## config.mk

```make
export PLATFORM = sky130hd
export DESIGN_NAME = pipe_reg_chain
export DESIGN_NICKNAME = d
export VERILOG_FILES = /design/src/rtl/pipe_reg_chain.sv
export SDC_FILE = /design/constraint.sdc
export NUM_CORES = 1
export LEC_CHECK = 0
export CORE_MARGIN = 5
export CORE_UTILIZATION = 34
export DETAILED_ROUTE_END_ITERATION = 6
export SYNTH_ARGS = -nofsm -noshare
export SYNTH_HDL_FRONTEND = slang
export SYNTH_SLANG_ARGS = --single-unit
```

## constraint.sdc

```tcl
create_clock -name clk -period 3.4 [get_ports clk]
set_input_delay 0.85 -clock clk [delete_from_list [all_inputs] [get_ports clk]]
set_output_delay 0.85 -clock clk [all_outputs]
set_load 0.02 [all_outputs]
```

## src/rtl/pipe_reg_chain.sv

```systemverilog
// Parametrised pipeline register chain with per-stage stall, flush,
// downstream back-pressure, occupancy and a saturating stall counter.
module pipe_reg_chain #(
  parameter int unsigned WIDTH   = 32,
  parameter int unsigned STAGES  = 4,
  parameter logic [31:0] NOP_VAL = 32'h0000_0013,
  parameter int unsigned CNT_W   = 16
) (
  input  logic                          clk,
  input  logic                          rst,
  input  logic                          in_valid,
  input  logic [WIDTH-1:0]              in_data,
  output logic                          in_ready,
  input  logic [STAGES-1:0]             stall_req,
  input  logic [STAGES-1:0]             flush,
  output logic                          out_valid,
  output logic [WIDTH-1:0]              out_data,
  input  logic                          out_ready,
  output logic [STAGES-1:0]             stage_valid,
  output logic [STAGES*WIDTH-1:0]       stage_data,
  output logic [$clog2(STAGES+1)-1:0]   occupancy,
  output logic [CNT_W-1:0]              stall_count,
  input  logic                          cnt_clr
);

  localparam int unsigned OCC_W = $clog2(STAGES+1);
  localparam logic [WIDTH-1:0] NOP = WIDTH'(NOP_VAL);

  logic [STAGES-1:0]             vld_q;
  logic [STAGES-1:0]             vld_d;
  logic [STAGES-1:0][WIDTH-1:0]  dat_q;
  logic [STAGES-1:0][WIDTH-1:0]  dat_d;
  logic [STAGES-1:0][WIDTH-1:0]  up_dat;
  logic [STAGES-1:0]             up_vld;
  logic [STAGES-1:0]             up_hold;
  logic [STAGES-1:0]             hold;
  logic [STAGES-1:0]             kill;
  logic [OCC_W-1:0]              occ_q;
  logic [OCC_W-1:0]              occ_d;
  logic [CNT_W-1:0]              cnt_q;
  logic                          bp;
  logic                          accept;

  assign bp = vld_q[STAGES-1] & ~out_ready;

  // An older stall or flush reaches every younger stage.
  always_comb begin
    hold = '0;
    kill = '0;
    for (int i = 0; i < STAGES; i++) begin
      hold[i] = bp | (|(stall_req >> i));
      kill[i] = |(flush >> i);
    end
  end

  assign in_ready = ~hold[0] & ~(|flush);
  assign accept   = in_valid & in_ready;

  // What each stage would load from its upstream neighbour.
  assign up_hold = {hold[STAGES-2:0], 1'b0};
  assign up_vld  = {vld_q[STAGES-2:0], accept};
  assign up_dat  = {dat_q[STAGES-2:0], accept ? in_data : NOP};

  always_comb begin
    vld_d = vld_q;
    dat_d = dat_q;
    occ_d = '0;
    for (int i = 0; i < STAGES; i++) begin
      priority case (1'b1)
        kill[i]: begin
          vld_d[i] = 1'b0;
          dat_d[i] = NOP;
        end
        hold[i]: begin
          vld_d[i] = vld_q[i];
          dat_d[i] = dat_q[i];
        end
        up_hold[i]: begin
          vld_d[i] = 1'b0;
          dat_d[i] = NOP;
        end
        default: begin
          vld_d[i] = up_vld[i];
          dat_d[i] = up_dat[i];
        end
      endcase
      occ_d = occ_d + OCC_W'(vld_d[i]);
    end
  end

  always_ff @(posedge clk) begin
    if (rst) begin
      vld_q <= '0;
      dat_q <= {STAGES{NOP}};
      occ_q <= '0;
      cnt_q <= '0;
    end else begin
      vld_q <= vld_d;
      dat_q <= dat_d;
      occ_q <= occ_d;
      if (cnt_clr)
        cnt_q <= '0;
      else if (hold[0] && (cnt_q != '1))
        cnt_q <= cnt_q + CNT_W'(1);
    end
  end

  assign out_valid   = vld_q[STAGES-1];
  assign out_data    = dat_q[STAGES-1];
  assign stage_valid = vld_q;
  assign stage_data  = dat_q;
  assign occupancy   = occ_q;
  assign stall_count = cnt_q;

endmodule
```

==> results of run 1 <==
[metal layers]
layer / vias to the layer above / track usage / part of all wire
li1: 2956 / - / -
met1: 2657 / 0.2331 / 0.49
met2: 153 / 0.2471 / 0.44
met3: 26 / 0.04075 / 0.051
met4: 0 / 0.06644 / 0.026
met5: - / 0 / 0
[cells by family after synthesis]
kind of cell | share of synthesized area
AOI/OAI and AO/OA | 0.1201
adders and majority gates | 0.008221
buffers and inverters | 0.1767
DFF | 0.4317
muxes | 0.008578
and+or+nand+nor | 0.2546
[cells in the final DEF (no fill, tap or decap), types with 2 or more instances in the layout]
master / instances
buf_4: 27
mux2i_1: 6
inv_1: 3
bufinv_16: 2
a31oi_1: 2
a21oi_2: 10
nand4_1: 6
nand3b_1: 58
nor2_1: 23
clkbuf_16: 17
dfxtp_1: 151
nor3_1: 11
nand2b_1: 2
nor3b_1: 3
inv_6: 4
or4_1: 11
o31ai_1: 8
or3_1: 7
o21ai_0: 14
nor2b_1: 4
a21oi_1: 117
nor2_2: 2
or2_2: 5
ha_1: 3
and3_1: 3
inv_8: 4
nand2_1: 126
clkdlybuf4s50_1: 228
clkinv_8: 3
nor4_1: 6
nand3_1: 69
[worst register-to-register path, delay by kind of cell (launching register included)]
family / cells / cell delay, ns
adder cells (fa/ha/maj): 3 / 0.98
AND/OR/NAND/NOR: 4 / 0.95
flip-flops: 1 / 0.36
AO/OA/AOI/OAI: 1 / 0.10
buffers and inverters: 1 / 0.04
[cells in the mapped netlist (2+ instances only)]
library cell  number  share of area
a21oi_1          117          0.084
a21oi_2           10          0.013
a31oi_1            2         0.0018
and3_1             3         0.0027
buf_1              3         0.0016
buf_2             14          0.010
buf_4            129           0.14
buf_6              3         0.0048
clkbuf_1          38          0.020
dfxtp_1          151           0.43
ha_1               3         0.0054
inv_1              3         0.0016
mux2i_1            6         0.0086
nand2_1          126          0.068
nand2b_1           2         0.0018
nand3_1           69          0.049
nand3b_1          58          0.062
nand4_1            6         0.0054
nor2_1            25          0.013
nor2b_1            4         0.0036
nor3_1            11         0.0079
nor3b_1            3         0.0032
nor4_1             7         0.0063
o21ai_0           14          0.010
o31ai_1            8         0.0086
or2_2              5         0.0045
or3_1              7         0.0063
or4_1             11          0.012
[stage by stage]
| stage | utilization | area [um^2] |
|---|---|---|
| after floorplan | - | 7002 |
| after global placement | 0.4258 | 8616 |
| after detailed placement | 0.4258 | 8616 |
| after CTS | 0.4570 | 9246 |
| after global routing | 0.4570 | 9246 |
| final | 0.4570 | 9246 |
[final cells by class]
type,count,area share
Tap cell,270,0.03654
Inverter,3,0.001218
Clock inverter,15,0.02219
Clock buffer,17,0.04601
Timing Repair Buffer,255,0.2687
Sequential cell,151,0.3269
Multi-Input combinational cell,508,0.2984
[power by group through the flow]
stage	combinational [uW]	clock, uW	sequential (uW)
finish	192	2000	1770
global route	210	2140	1770
CTS	195	2050	1770
detailed placement	195	0	1810
global placement	194	0	1810
floorplan	93.4	0	1810
[registers in the layout, indices dropped and copies added, names as in the netlist]
| signal | cells |
|---|---|
| stall_count | 16 |
| occupancy | 3 |
| stage_data | 96 |
| stage_valid | 4 |
| out_data | 32 |
[final timing paths]
path	to	startpoint	slack, ns	depth (start not counted)
setup / recovery	in_ready	stall_req[2]	0.17	7
hold / removal	out_data[31]$_SDFFE_PP0N_	out_data[31]$_SDFFE_PP0N_	0.47	2
setup reg to reg	occupancy[1]$_SDFF_PP0_	stage_valid[3]$_SDFF_PP0_	0.84	9
hold reg to reg	out_data[31]$_SDFFE_PP0N_	out_data[31]$_SDFFE_PP0N_	0.47	2
==> flow_metrics.py, run 1 <==
metrics = {
    "job": {
        "maxCapViolations": 0,
    },
    "sta": {
        "fin_crit_ns": 3.230,
        "holdWs_ns": 0.4660,
        "tns_ns": 0,
        "setup_viol": 0,
        "tightest_slew_ns": 1.028,
        "grt_setup_unrepaired": "no",
        "fin_crit_sh": 0.9500,
        "skew_ns": 0.01241,
        "fmaxAchievable_mhz": 309.6,
        "slew_viol_final": 0,
        "relSlewSlack": 0.3144,
        "setup_slack_ns": 0.1701,
        "finalHoldViolations": 0,
    },
    "finish": {
        "final_layout_size_suffix_gt1_frac": 0.08430,
        "n_fill_cell": 1995,
        "nNetsFinal": 985,
        "multi_input_area_um2": 2759,
        "diodes": 0,
        "stdcell_count": 1219,
        "ff_latch_area_um2": 3023,
        "synthToLayoutAreaGrowth_pct": 32.06,
    },
    "clock_tree": {
        "cts_inserted_buffers": 17,
        "postCtsHoldBufs": 0,
        "clk_pin_slew_worst_paths_ns": 0.07,
        "clk_latency_ns": 0.43,
        "post_cts_buffers": 0,
        "clkSinkCount": 151,
        "cts_htree_levels": 4,
        "cts-root-buf": "clkbuf_16",
        "post_cts_resized": 0,
        "cts_tree": "built",
        "cts_buffer_depth": 2,
    },
    "synthesis": {
        "async_reset_ff_frac": 0,
        "synth_edf_count": 0,
        "netlist_area_um2": 7002,
        "synthFlopType": "dfxtp_1",
        "ys_ff_latch": 151,
        "ys_types": 39,
        "yosysWarnings": 0,
        "syn_nets": 898,
        "synth_cells": 849,
        "ys_seq_area_frac": 0.4317,
        "avgSynthCellArea_um2": 8.247,
    },
    "setup_path": {
        "crit_required_ns": 2.55,
        "cp_num_buf_inv": 4,
        "critPathLaunchType": "input pin",
        "crit_fanout": 36,
        "cp_slowest_cell": "clkdlybuf4s50_1",
        "crit_type": "input pin to primary output",
        "cpMostUsedCell": "buf_4",
        "endpoint_kind": "primary output",
        "critPathArrivalTime_ns": 2.38,
        "worstPathCellList": "clkdlybuf4s50_1 -> nor2_1 -> buf_4 -> nand3_1 -> buf_4 -> nor2_1 -> buf_4",
        "cpPeakStageDelay_ns": 0.43,
        "cp_top_family": "buffers and inverters",
    },
    "place": {
        "hpwl_mm": 14.79,
        "dp.cells": 1187,
        "place_congestion": 0.8136,
        "post-place-ws_ns": -0.2031,
        "io_buffers": 229,
    },
    "power": {
        "power_switching_share": 0.2483,
        "powerDensity_nw_per_um2": 429.0,
        "vdd_ir_drop_max_v": 0.0003294,
        "switchingPower_uw": 984.8,
        "p_int_uw": 2982,
        "leakage_uw": 0.002863,
        "clkPwrFrac": 0.505,
        "total_power_uw": 3967,
        "comb_power_share": 0.049,
        "seq_power_share": 0.446,
    },
    "drt": {
        "viasPerCell": 4.751,
        "vias": 5792,
        "wl_per_cell_um": 16.47,
        "route.detailed.drc": 0,
        "wirelength_mm": 20.08,
        "first_pass_iters": 4,
        "first_iter_violations": 356,
        "ant_nets": 0,
    },
    "global_routing": {
        "antenna_found_initial": 0,
        "grt_pass1_vias": 5511,
        "grt_pass1_wl_mm": 31.90,
        "grt_max_degree": 57,
        "grt_overflow": 0,
        "grt_use_total": 0.1667,
    },
    "hold_path": {
        "hold_path_class": "register to register",
    },
    "floorplan": {
        "die_width_um": 153.5,
        "fp.dieH_um": 153.5,
        "io_pins": 230,
        "core_um2": 20230,
        "row_count": 52,
        "initial_core_util": 0.3460,
        "die_area_um2": 23560,
    },
    "outcome": {
        "status": "completed",
    },
}
No activity file was read; power rests on OpenSTA's default activity.
==> run 2: changes to the inputs <==
Settings changed: CORE_MARGIN 5 to 2, MAX_ROUTING_LAYER set to met4.
==> flow_metrics.py, run 2 (same netlist as run 1, synthesis figures left out) <==
metrics = {
    "setup_path": {
        "cpMostUsedCell": "buf_4",
        "critPathLaunchType": "input pin",
        "cp_top_family": "buffers and inverters",
        "worstPathCellList": "clkdlybuf4s50_1 -> nor2_1 -> buf_4 -> nand3_1 -> buf_4 -> nor2_1 -> buf_4",
        "cpPeakStageDelay_ns": 0.44,
        "endpoint_kind": "primary output",
        "critPathArrivalTime_ns": 2.43,
        "crit_type": "input pin to primary output",
        "crit_required_ns": 2.55,
        "crit_fanout": 36,
        "cp_num_buf_inv": 4,
        "cp_slowest_cell": "clkdlybuf4s50_1",
    },
    "sta": {
        "fin_crit_sh": 0.9636,
        "tns_ns": 0,
        "grt_setup_unrepaired": "no",
        "setup_viol": 0,
        "fin_crit_ns": 3.276,
        "slew_viol_final": 0,
        "relSlewSlack": 0.3017,
        "skew_ns": 0.01315,
        "tightest_slew_ns": 1.047,
        "fmaxAchievable_mhz": 305.2,
        "finalHoldViolations": 0,
        "holdWs_ns": 0.4677,
    },
    "floorplan": {
        "die_area_um2": 21760,
        "die_width_um": 147.5,
        "fp.dieH_um": 147.5,
        "io_pins": 230,
        "initial_core_util": 0.3460,
        "row_count": 52,
        "core_um2": 20230,
    },
    "clock_tree": {
        "clk_pin_slew_worst_paths_ns": 0.07,
        "clkSinkCount": 151,
        "post_cts_resized": 0,
        "cts_buffer_depth": 2,
        "cts_inserted_buffers": 17,
        "cts_htree_levels": 4,
        "postCtsHoldBufs": 0,
        "clk_latency_ns": 0.42,
        "cts-root-buf": "clkbuf_16",
        "post_cts_buffers": 0,
        "cts_tree": "built",
    },
    "global_routing": {
        "grt_overflow": 0,
        "grt_max_degree": 57,
        "antenna_found_initial": 0,
        "grt_pass1_vias": 5384,
        "grt_pass1_wl_mm": 30.80,
        "grt_use_total": 0.1823,
    },
    "power": {
        "powerDensity_nw_per_um2": 417.6,
        "leakage_uw": 0.002851,
        "total_power_uw": 3854,
        "vdd_ir_drop_max_v": 0.0003524,
    },
    "drt": {
        "wl_per_cell_um": 15.85,
        "ant_nets": 0,
        "first_iter_violations": 435,
        "viasPerCell": 4.828,
        "vias": 5890,
        "wirelength_mm": 19.34,
        "first_pass_iters": 4,
        "route.detailed.drc": 0,
    },
    "finish": {
        "nNetsFinal": 986,
        "largest_reg_flops": 96,
        "fin_area_um2": 9228,
        "final_common_cell": "clkdlybuf4s50_1",
        "final_layout_size_suffix_gt1_frac": 0.08526,
        "synthToLayoutAreaGrowth_pct": 31.79,
        "final_cell_mix": "228 x clkdlybuf4s50_1, 151 x dfxtp_1, 126 x nand2_1",
        "diodes": 0,
    },
    "place": {
        "hpwl_mm": 14.18,
        "placed_area_um2": 8623,
        "place_congestion": 0.8206,
        "io_buffers": 229,
    },
    "hold_path": {
        "hold_path_class": "register to register",
    },
    "outcome": {
        "status": "completed",
    },
    "job": {
        "maxCapViolations": 0,
    },
}
-- run 2: changes by cell type in the layout (fill, tap and decap cells not counted) --
| cell | delta |
|---|---|
| clkinvlp_4 | +1 |
| bufinv_16 | -2 |
| inv_6 | -2 |
| buf_4 | +1 |
| clkinv_8 | +1 |
| inv_8 | +1 |
| inv_12 | +1 |
-- run 2: cell type report --
| class | instances | area [um^2] |
|---|---|---|
| Clock buffer | 17 | 425.4 |
| Clock inverter | 15 | 178.9 |
| Fill cell | 2004 | 11010 |
| Inverter | 3 | 11.26 |
| Multi-Input combinational cell | 508 | 2759 |
| Sequential cell | 151 | 3023 |
| Tap cell | 270 | 337.8 |
| Timing Repair Buffer | 256 | 2492 |
-- run 2: final timing paths --
path                                             endpoint                 startpoint  depth (start not counted)  slack [ns]
worst min register to register  out_data[15]$_SDFFE_PP0N_  out_data[15]$_SDFFE_PP0N_                          2        0.47
worst max register to register    occupancy[1]$_SDFF_PP0_  stage_valid[3]$_SDFF_PP0_                          9        0.87
worst min-delay path            out_data[15]$_SDFFE_PP0N_  out_data[15]$_SDFFE_PP0N_                          2        0.47
worst max-delay path                             in_ready               stall_req[2]                          7        0.12
-- run 2: worst register-to-register path, cell delays in order (launching register included) --
cell and delay (ns):
dfxtp_1 0.36, nand2b_1 0.19, and3_4 0.22, a22oi_1 0.09, or4_1 0.44, fa_1 0.55
inv_1 0.04, ha_1 0.17, ha_1 0.26, nor2b_1 0.12
-- run 2: layer usage --
layer / track usage / up-vias / share of wire
met1: 0.2575 / 2725 / 0.49
met3: 0.03457 / 15 / 0.047
li1: - / 2971 / -
met5: - / - / 0
met2: 0.2656 / 179 / 0.45
met4: 0.05240 / 0 / 0.012
-- run 2: where the power goes --
part | switching [uW] | total (uW) | internal [uW]
clock network | 891 | 1890 | 998
registers | 2.11 | 1770 | 1770
logic | 110 | 194 | 83.5
-- run 2: per-stage QoR --
step	utilization	std cells	setup WS (ns)
final	0.4560	1220	0.1238
after global routing	0.4560	1220	0.02899
after CTS	0.4560	1220	0.1391
after global placement	0.4262	1188	-0.1544
after floorplan	-	849	0.2589
after detailed placement	0.4262	1188	-0.1489
